## config.mk

```make
export PLATFORM = sky130hd
export DESIGN_NAME = ps2_kb_writer
export DESIGN_NICKNAME = d
export VERILOG_FILES = /design/src/rtl/ps2_kb_writer_pkg.sv /design/src/rtl/ps2_kb_writer_frame_rx.sv /design/src/rtl/ps2_kb_writer.sv
export SDC_FILE = /design/constraint.sdc
export NUM_CORES = 1
export LEC_CHECK = 0
export BUFFER_PORTS_ARGS = -buffer_cell sky130_fd_sc_hd__buf_2
export CAP_MARGIN = 20
export CORE_UTILIZATION = 49
export DETAILED_ROUTE_END_ITERATION = 10
export GPL_TIMING_DRIVEN = 1
export PLACE_DENSITY_LB_ADDON = 0.1
export SETUP_SLACK_MARGIN = 0.5
export SLEW_MARGIN = 20
export SYNTH_ARGS = -nofsm -noshare
export SYNTH_HDL_FRONTEND = slang
export SYNTH_SLANG_ARGS = --single-unit
```

## constraint.sdc

```tcl
create_clock -name clk -period 2 [get_ports clk]
set_input_delay 0.2 -clock clk [delete_from_list [all_inputs] [get_ports clk]]
set_output_delay 0.2 -clock clk [all_outputs]
set_load 0.01 [all_outputs]
```

## src/rtl/ps2_kb_writer_pkg.sv

```systemverilog
// Shared keyboard-event definitions: info-word address, event field positions,
// PS/2 prefix codes and the frame receiver state type.
package ps2_kb_writer_pkg;

  localparam logic [31:0] KB_INFO_ADDR_DEFAULT = 32'h0050_0000;

  localparam logic [7:0] PS2_EXT = 8'hE0;
  localparam logic [7:0] PS2_BRK = 8'hF0;

  localparam int unsigned EV_CODE_LSB = 0;
  localparam int unsigned EV_EXT_BIT  = 8;
  localparam int unsigned EV_BRK_BIT  = 9;
  localparam int unsigned EV_SEQ_LSB  = 16;

  typedef enum logic [1:0] {
    FR_IDLE,
    FR_DATA,
    FR_PARITY,
    FR_STOP
  } frame_state_t;

  function automatic logic [31:0] make_event(input logic [15:0] seq,
                                             input logic        brk,
                                             input logic        ext,
                                             input logic [7:0]  code);
    logic [31:0] w;
    w = '0;
    w[EV_CODE_LSB +: 8]  = code;
    w[EV_EXT_BIT]        = ext;
    w[EV_BRK_BIT]        = brk;
    w[EV_SEQ_LSB +: 16]  = seq;
    return w;
  endfunction

endpackage

```

## src/rtl/ps2_kb_writer_frame_rx.sv

```systemverilog
// PS/2 device-to-host frame receiver: pin synchronisers, falling-edge detect,
// 11-bit frame FSM, inactivity timeout and odd-parity/stop check.
module ps2_frame_rx
  import ps2_kb_writer_pkg::*;
#(
  parameter int unsigned TIMEOUT_CYCLES = 50000
) (
  input  logic       clk,
  input  logic       rst_n,
  input  logic       ps2_clk,
  input  logic       ps2_data,
  output logic       byte_valid,
  output logic [7:0] rx_byte,
  output logic       frame_err
);

  localparam int unsigned TW = (TIMEOUT_CYCLES > 2) ? $clog2(TIMEOUT_CYCLES) : 1;
  localparam logic [TW-1:0] TMO_LAST = TW'(TIMEOUT_CYCLES - 1);

  logic clk_meta, clk_sync, clk_prev;
  logic data_meta, data_sync;
  logic fall;

  frame_state_t state, state_nx;
  logic [7:0]    shift_q;
  logic [2:0]    bit_cnt;
  logic          parity_q;
  logic [TW-1:0] tmo_cnt;
  logic          tmo_hit;
  logic          stop_edge;
  logic          frame_ok;

  // Synchronisers idle high so reset does not fabricate a falling edge.
  always_ff @(posedge clk or negedge rst_n) begin
    if (!rst_n) begin
      clk_meta  <= 1'b1;
      clk_sync  <= 1'b1;
      clk_prev  <= 1'b1;
      data_meta <= 1'b1;
      data_sync <= 1'b1;
    end else begin
      clk_meta  <= ps2_clk;
      clk_sync  <= clk_meta;
      clk_prev  <= clk_sync;
      data_meta <= ps2_data;
      data_sync <= data_meta;
    end
  end

  assign fall    = clk_prev & ~clk_sync;
  // An edge in the same cycle as the final timeout count takes precedence.
  assign tmo_hit = (state != FR_IDLE) && !fall && (tmo_cnt == TMO_LAST);

  always_ff @(posedge clk or negedge rst_n) begin
    if (!rst_n) begin
      state <= FR_IDLE;
    end else begin
      state <= state_nx;
    end
  end

  always_comb begin
    state_nx = state;
    if (tmo_hit) begin
      state_nx = FR_IDLE;
    end else if (fall) begin
      unique case (state)
        FR_IDLE:   if (!data_sync) state_nx = FR_DATA;
        FR_DATA:   if (bit_cnt == 3'd7) state_nx = FR_PARITY;
        FR_PARITY: state_nx = FR_STOP;
        FR_STOP:   state_nx = FR_IDLE;
      endcase
    end
  end

  always_ff @(posedge clk or negedge rst_n) begin
    if (!rst_n) begin
      shift_q  <= '0;
      bit_cnt  <= '0;
      parity_q <= 1'b0;
      tmo_cnt  <= '0;
    end else begin
      if (fall || state == FR_IDLE) begin
        tmo_cnt <= '0;
      end else if (tmo_cnt != TMO_LAST) begin
        tmo_cnt <= tmo_cnt + 1'b1;
      end
      if (fall) begin
        unique case (state)
          FR_IDLE:   bit_cnt <= '0;
          FR_DATA: begin
            shift_q <= {data_sync, shift_q[7:1]};
            bit_cnt <= bit_cnt + 3'd1;
          end
          FR_PARITY: parity_q <= data_sync;
          FR_STOP:   ;
        endcase
      end
    end
  end

  always_comb begin
    stop_edge  = (state == FR_STOP) && fall;
    frame_ok   = data_sync && ((^shift_q) ^ parity_q);
    byte_valid = stop_edge && frame_ok;
    frame_err  = stop_edge && !frame_ok;
    rx_byte    = shift_q;
  end

endmodule

```

## src/rtl/ps2_kb_writer.sv

```systemverilog
// PS/2 keyboard event producer: folds E0/F0 prefixes into one event word and
// writes it, tagged with a sequence number, to the keyboard info register.
module ps2_kb_writer
  import ps2_kb_writer_pkg::*;
#(
  parameter logic [31:0] KB_INFO_ADDR   = KB_INFO_ADDR_DEFAULT,
  parameter int unsigned TIMEOUT_CYCLES = 50000
) (
  input  logic        clk,
  input  logic        rst_n,
  input  logic        ps2_clk,
  input  logic        ps2_data,
  output logic [31:0] kb_wraddr,
  output logic [31:0] kb_wrdata,
  output logic        kb_we,
  output logic [7:0]  err_cnt
);

  logic        byte_valid;
  logic [7:0]  rx_byte;
  logic        frame_err;
  logic        ext, brk;
  logic [15:0] seq;
  logic [15:0] seq_nx;

  ps2_frame_rx #(
    .TIMEOUT_CYCLES(TIMEOUT_CYCLES)
  ) u_rx (
    .clk       (clk),
    .rst_n     (rst_n),
    .ps2_clk   (ps2_clk),
    .ps2_data  (ps2_data),
    .byte_valid(byte_valid),
    .rx_byte   (rx_byte),
    .frame_err (frame_err)
  );

  assign kb_wraddr = KB_INFO_ADDR;
  assign seq_nx    = seq + 16'd1;

  // Prefix flags are sticky until an event is written or a bad frame arrives.
  always_ff @(posedge clk or negedge rst_n) begin
    if (!rst_n) begin
      kb_we     <= 1'b0;
      kb_wrdata <= '0;
      seq       <= '0;
      err_cnt   <= '0;
      ext       <= 1'b0;
      brk       <= 1'b0;
    end else begin
      kb_we <= 1'b0;
      if (frame_err) begin
        if (err_cnt != 8'hFF) err_cnt <= err_cnt + 8'd1;
        ext <= 1'b0;
        brk <= 1'b0;
      end else if (byte_valid) begin
        if (rx_byte == PS2_EXT) begin
          ext <= 1'b1;
        end else if (rx_byte == PS2_BRK) begin
          brk <= 1'b1;
        end else begin
          kb_we     <= 1'b1;
          kb_wrdata <= make_event(seq_nx, brk, ext, rx_byte);
          seq       <= seq_nx;
          ext       <= 1'b0;
          brk       <= 1'b0;
        end
      end
    end
  end

endmodule

```

==> flow_summary.toml <==
[logic_synthesis]
muxShareOfSynthArea_pct = 2.745
synth_compound_area_share_pct = 4.934
yosysUniqueCellTypes = 40
async_flop_share_pct = 100.0
yosys_register_bits = 72
synth_xor_area_share_pct = 9.138
ys_warn_count = 0
syn_avg_cell_area_um2 = 10.56
seq_area_frac_synth_pct = 50.21
synthFlopType = "dfrtp_1"
syn_area_mm2 = 0.003601
synthCells = 341
yosys.area_share.simple_pct = 17.37
synth_top_family_by_area = "simple AND/OR/NAND/NOR gates"
yosys.area_share.adder_pct = 4.864
synth-edff-count = 0

[timing]
skew_ns = 0.007495
fmax_ghz = 0.4900
slew_viol_final = 0
worst_pin_slew_ns = 0.6239
min_period_ns = 2.041
timing.final.crit_share_pct = 102.1
max-slew-margin-rel_pct = 58.41
setup_tns_ns = -0.04797
worst_slack_ns = -0.04100
rsz0062_at_grt = "yes"
finalSetupViolCount = 2
hold_violations = 0

[critical_path]
start_kind = "register"
arrival_ns = 2.28
crit_required_ns = 2.24
path_class = "reg -> reg"
end_kind = "register"
crit_path_max_fanout = 7

[layout]
final_cell_mix = "61 x dfrtp_1, 38 x conb_1, 38 x buf_2"
mostFrequentLayoutCell = "dfrtp_1"
multi_input_area_mm2 = 0.001836
diodes = 0
final_core_util_pct = 67.10
ff_latch_area_mm2 = 0.001815
num-nets-final = 444
drive_above_1_share_pct = 38.98
area_delta_synth_final_pct = 29.40
n_fill_cell = 539

[floorplanning]
die_y_um = 87.73
placementRows = 30
start_util_pct = 51.86
ios = 77
die_area_mm2 = 0.007696
fp.dieW_um = 87.73
core_area_mm2 = 0.006944

[routing]
met2_length_um = 3404
routed_wl_um = 6739
vias = 2539
wl_met1_um = 2985
drt_first_iter_violations = 80
drc_errors = 0
met3_length_um = 264
routed_via_density = 4.818
drt_pass1_iterations = 4
highest_layer = "met4"
routedWlPerCell_um = 12.79
drt.antenna.violating_nets = 0

[power_and_ir_drop]
vdd_drop_max_uv = 580.4
leakagePower_nw = 2.424
power_density_mw_per_mm2 = 984.6

[grt]
grt_pass1_vias = 2364
grt_usage_pct = 18.33
overflow = 0
grt_pass1_wl_um = 10640
antenna_found_initial = 0
grt_max_degree = 35

[run]
maxCapViolCount = 0

[cts]
clock-root-buffer = "clkbuf_8"
htreeDepth = 3
cts.reportedPaths.clkPinSlew_ns = 0.07
clkSinkCount = 72
clkLatencyLatePin_ns = 0.36
cts_made_buffers = 9
tritoncts = "built"
clock_path_buffers = 2

[status]
status = "finished, violations left"
violations = "negative setup slack"

[place]
io_buffers = 38
globalplace.congestion = 0.7695
hpwl_um = 4417
place_ws_ns = -0.08981

[min_path]
hp-class = "reg -> reg"
==> where the power goes <==
part           internal [mW]  switching, mW  leakage (nW)
registers               1.66          0.170         0.960
clock network          0.639          0.545         0.101
logic                  0.783          0.796          1.36
total                   3.08           1.51          2.42
==> routing by layer <==
metal | up-vias | track usage (%)
met5 | - | 0
met1 | 1230 | 22.45
met3 | 8 | 5.184
met2 | 54 | 30.02
li1 | 1247 | -
met4 | 0 | 8.495
==> layout make-up <==
cell class              count  area share [%]
repair buffers             83           13.32
well taps                  96           2.578
clock buffers              11           3.249
inverters                  13           1.316
flip-flops and latches     72           38.96
clock inverters             5           1.182
multi-input cells         247           39.39
==> registers in the layout (all words and copies together), names as in the netlist, 2 cells and up <==
| name | count |
|---|---|
| kb_wrdata | 11 |
| u_rx.state | 2 |
| u_rx.tmo_cnt | 16 |
| u_rx.bit_cnt | 3 |
| u_rx.rx_byte | 8 |
| err_cnt | 8 |
| seq | 15 |
==> Yosys cell counts, types with 7 or more instances <==
| master | instances | area, um2 |
|---|---|---|
| dfrtp_1 | 67 | 1677 |
| nand2_1 | 46 | 172.7 |
| buf_4 | 40 | 300.3 |
| xnor2_1 | 20 | 175.2 |
| nor2_1 | 18 | 67.56 |
| o21ai_0 | 18 | 90.09 |
| nand4_1 | 15 | 93.84 |
| ha_1 | 14 | 175.2 |
| inv_1 | 13 | 48.80 |
| nand3_1 | 13 | 65.06 |
| xor2_1 | 13 | 113.9 |
| and3_1 | 10 | 62.56 |
| mux2_2 | 7 | 78.83 |
==> worst paths after layout <==
check                                       startpoint  slack (ns)                           to  depth (start not counted)
setup / recovery           u_rx.rx_byte[2]$_DFFE_PN0P_       -0.04       err_cnt[1]$_DFFE_PN0P_                          7
hold / removal                u_rx.data_meta$_DFF_PN1_        0.36     u_rx.data_sync$_DFF_PN1_                          0
setup reg to reg           u_rx.rx_byte[2]$_DFFE_PN0P_       -0.04       err_cnt[1]$_DFFE_PN0P_                          7
hold reg to reg               u_rx.data_meta$_DFF_PN1_        0.36     u_rx.data_sync$_DFF_PN1_                          0
max in group asynchronous                        rst_n        0.97  u_rx.tmo_cnt[5]$_DFFE_PN0P_                          3
min in group asynchronous                        rst_n        0.39  u_rx.rx_byte[1]$_DFFE_PN0P_                          2
==> kinds of logic (layout without fill, tap and decap cells) <==
kind of cell    count (synthesis)  in the layout
simple gates                  123            123
flops                          72             72
buf+inv                        58            112
xor+xnor                       35             35
compound gates                 28             28
fa+ha+maj                      14             14
mux                             9              9
other cells                     2             38
==> through the flow <==
stage | instance area (um2) | power (mW) | hold WS [ns] | std cells
floorplan | 3841 | 2.863 | -0.09559 | 377
global placement | 3951 | 3.160 | 0.2487 | 485
detailed placement | 3951 | 3.196 | 0.2486 | 485
CTS | 4299 | 4.471 | 0.3547 | 512
global route | 4659 | 4.908 | 0.3610 | 527
finish | 4659 | 4.588 | 0.3568 | 527
==> critical path, cell delays in order, from the launching register on <==
cell and delay [ns]:
dfrtp_1 0.40, inv_2 0.08, ha_4 0.20, xnor2_2 0.13, xnor3_2 0.43, a211oi_4 0.22, buf_6 0.16, mux2_4 0.30
==> what timing repair did <==
action	CTS	global route
pin swaps	11	31
endpoints found under the hold margin	22	0
buffers inserted	8	14
setup endpoints to repair	53	53
hold buffers	3	0
gates resized for setup	14	55
cloned	0	1
Power figures use the tool's default switching activity.
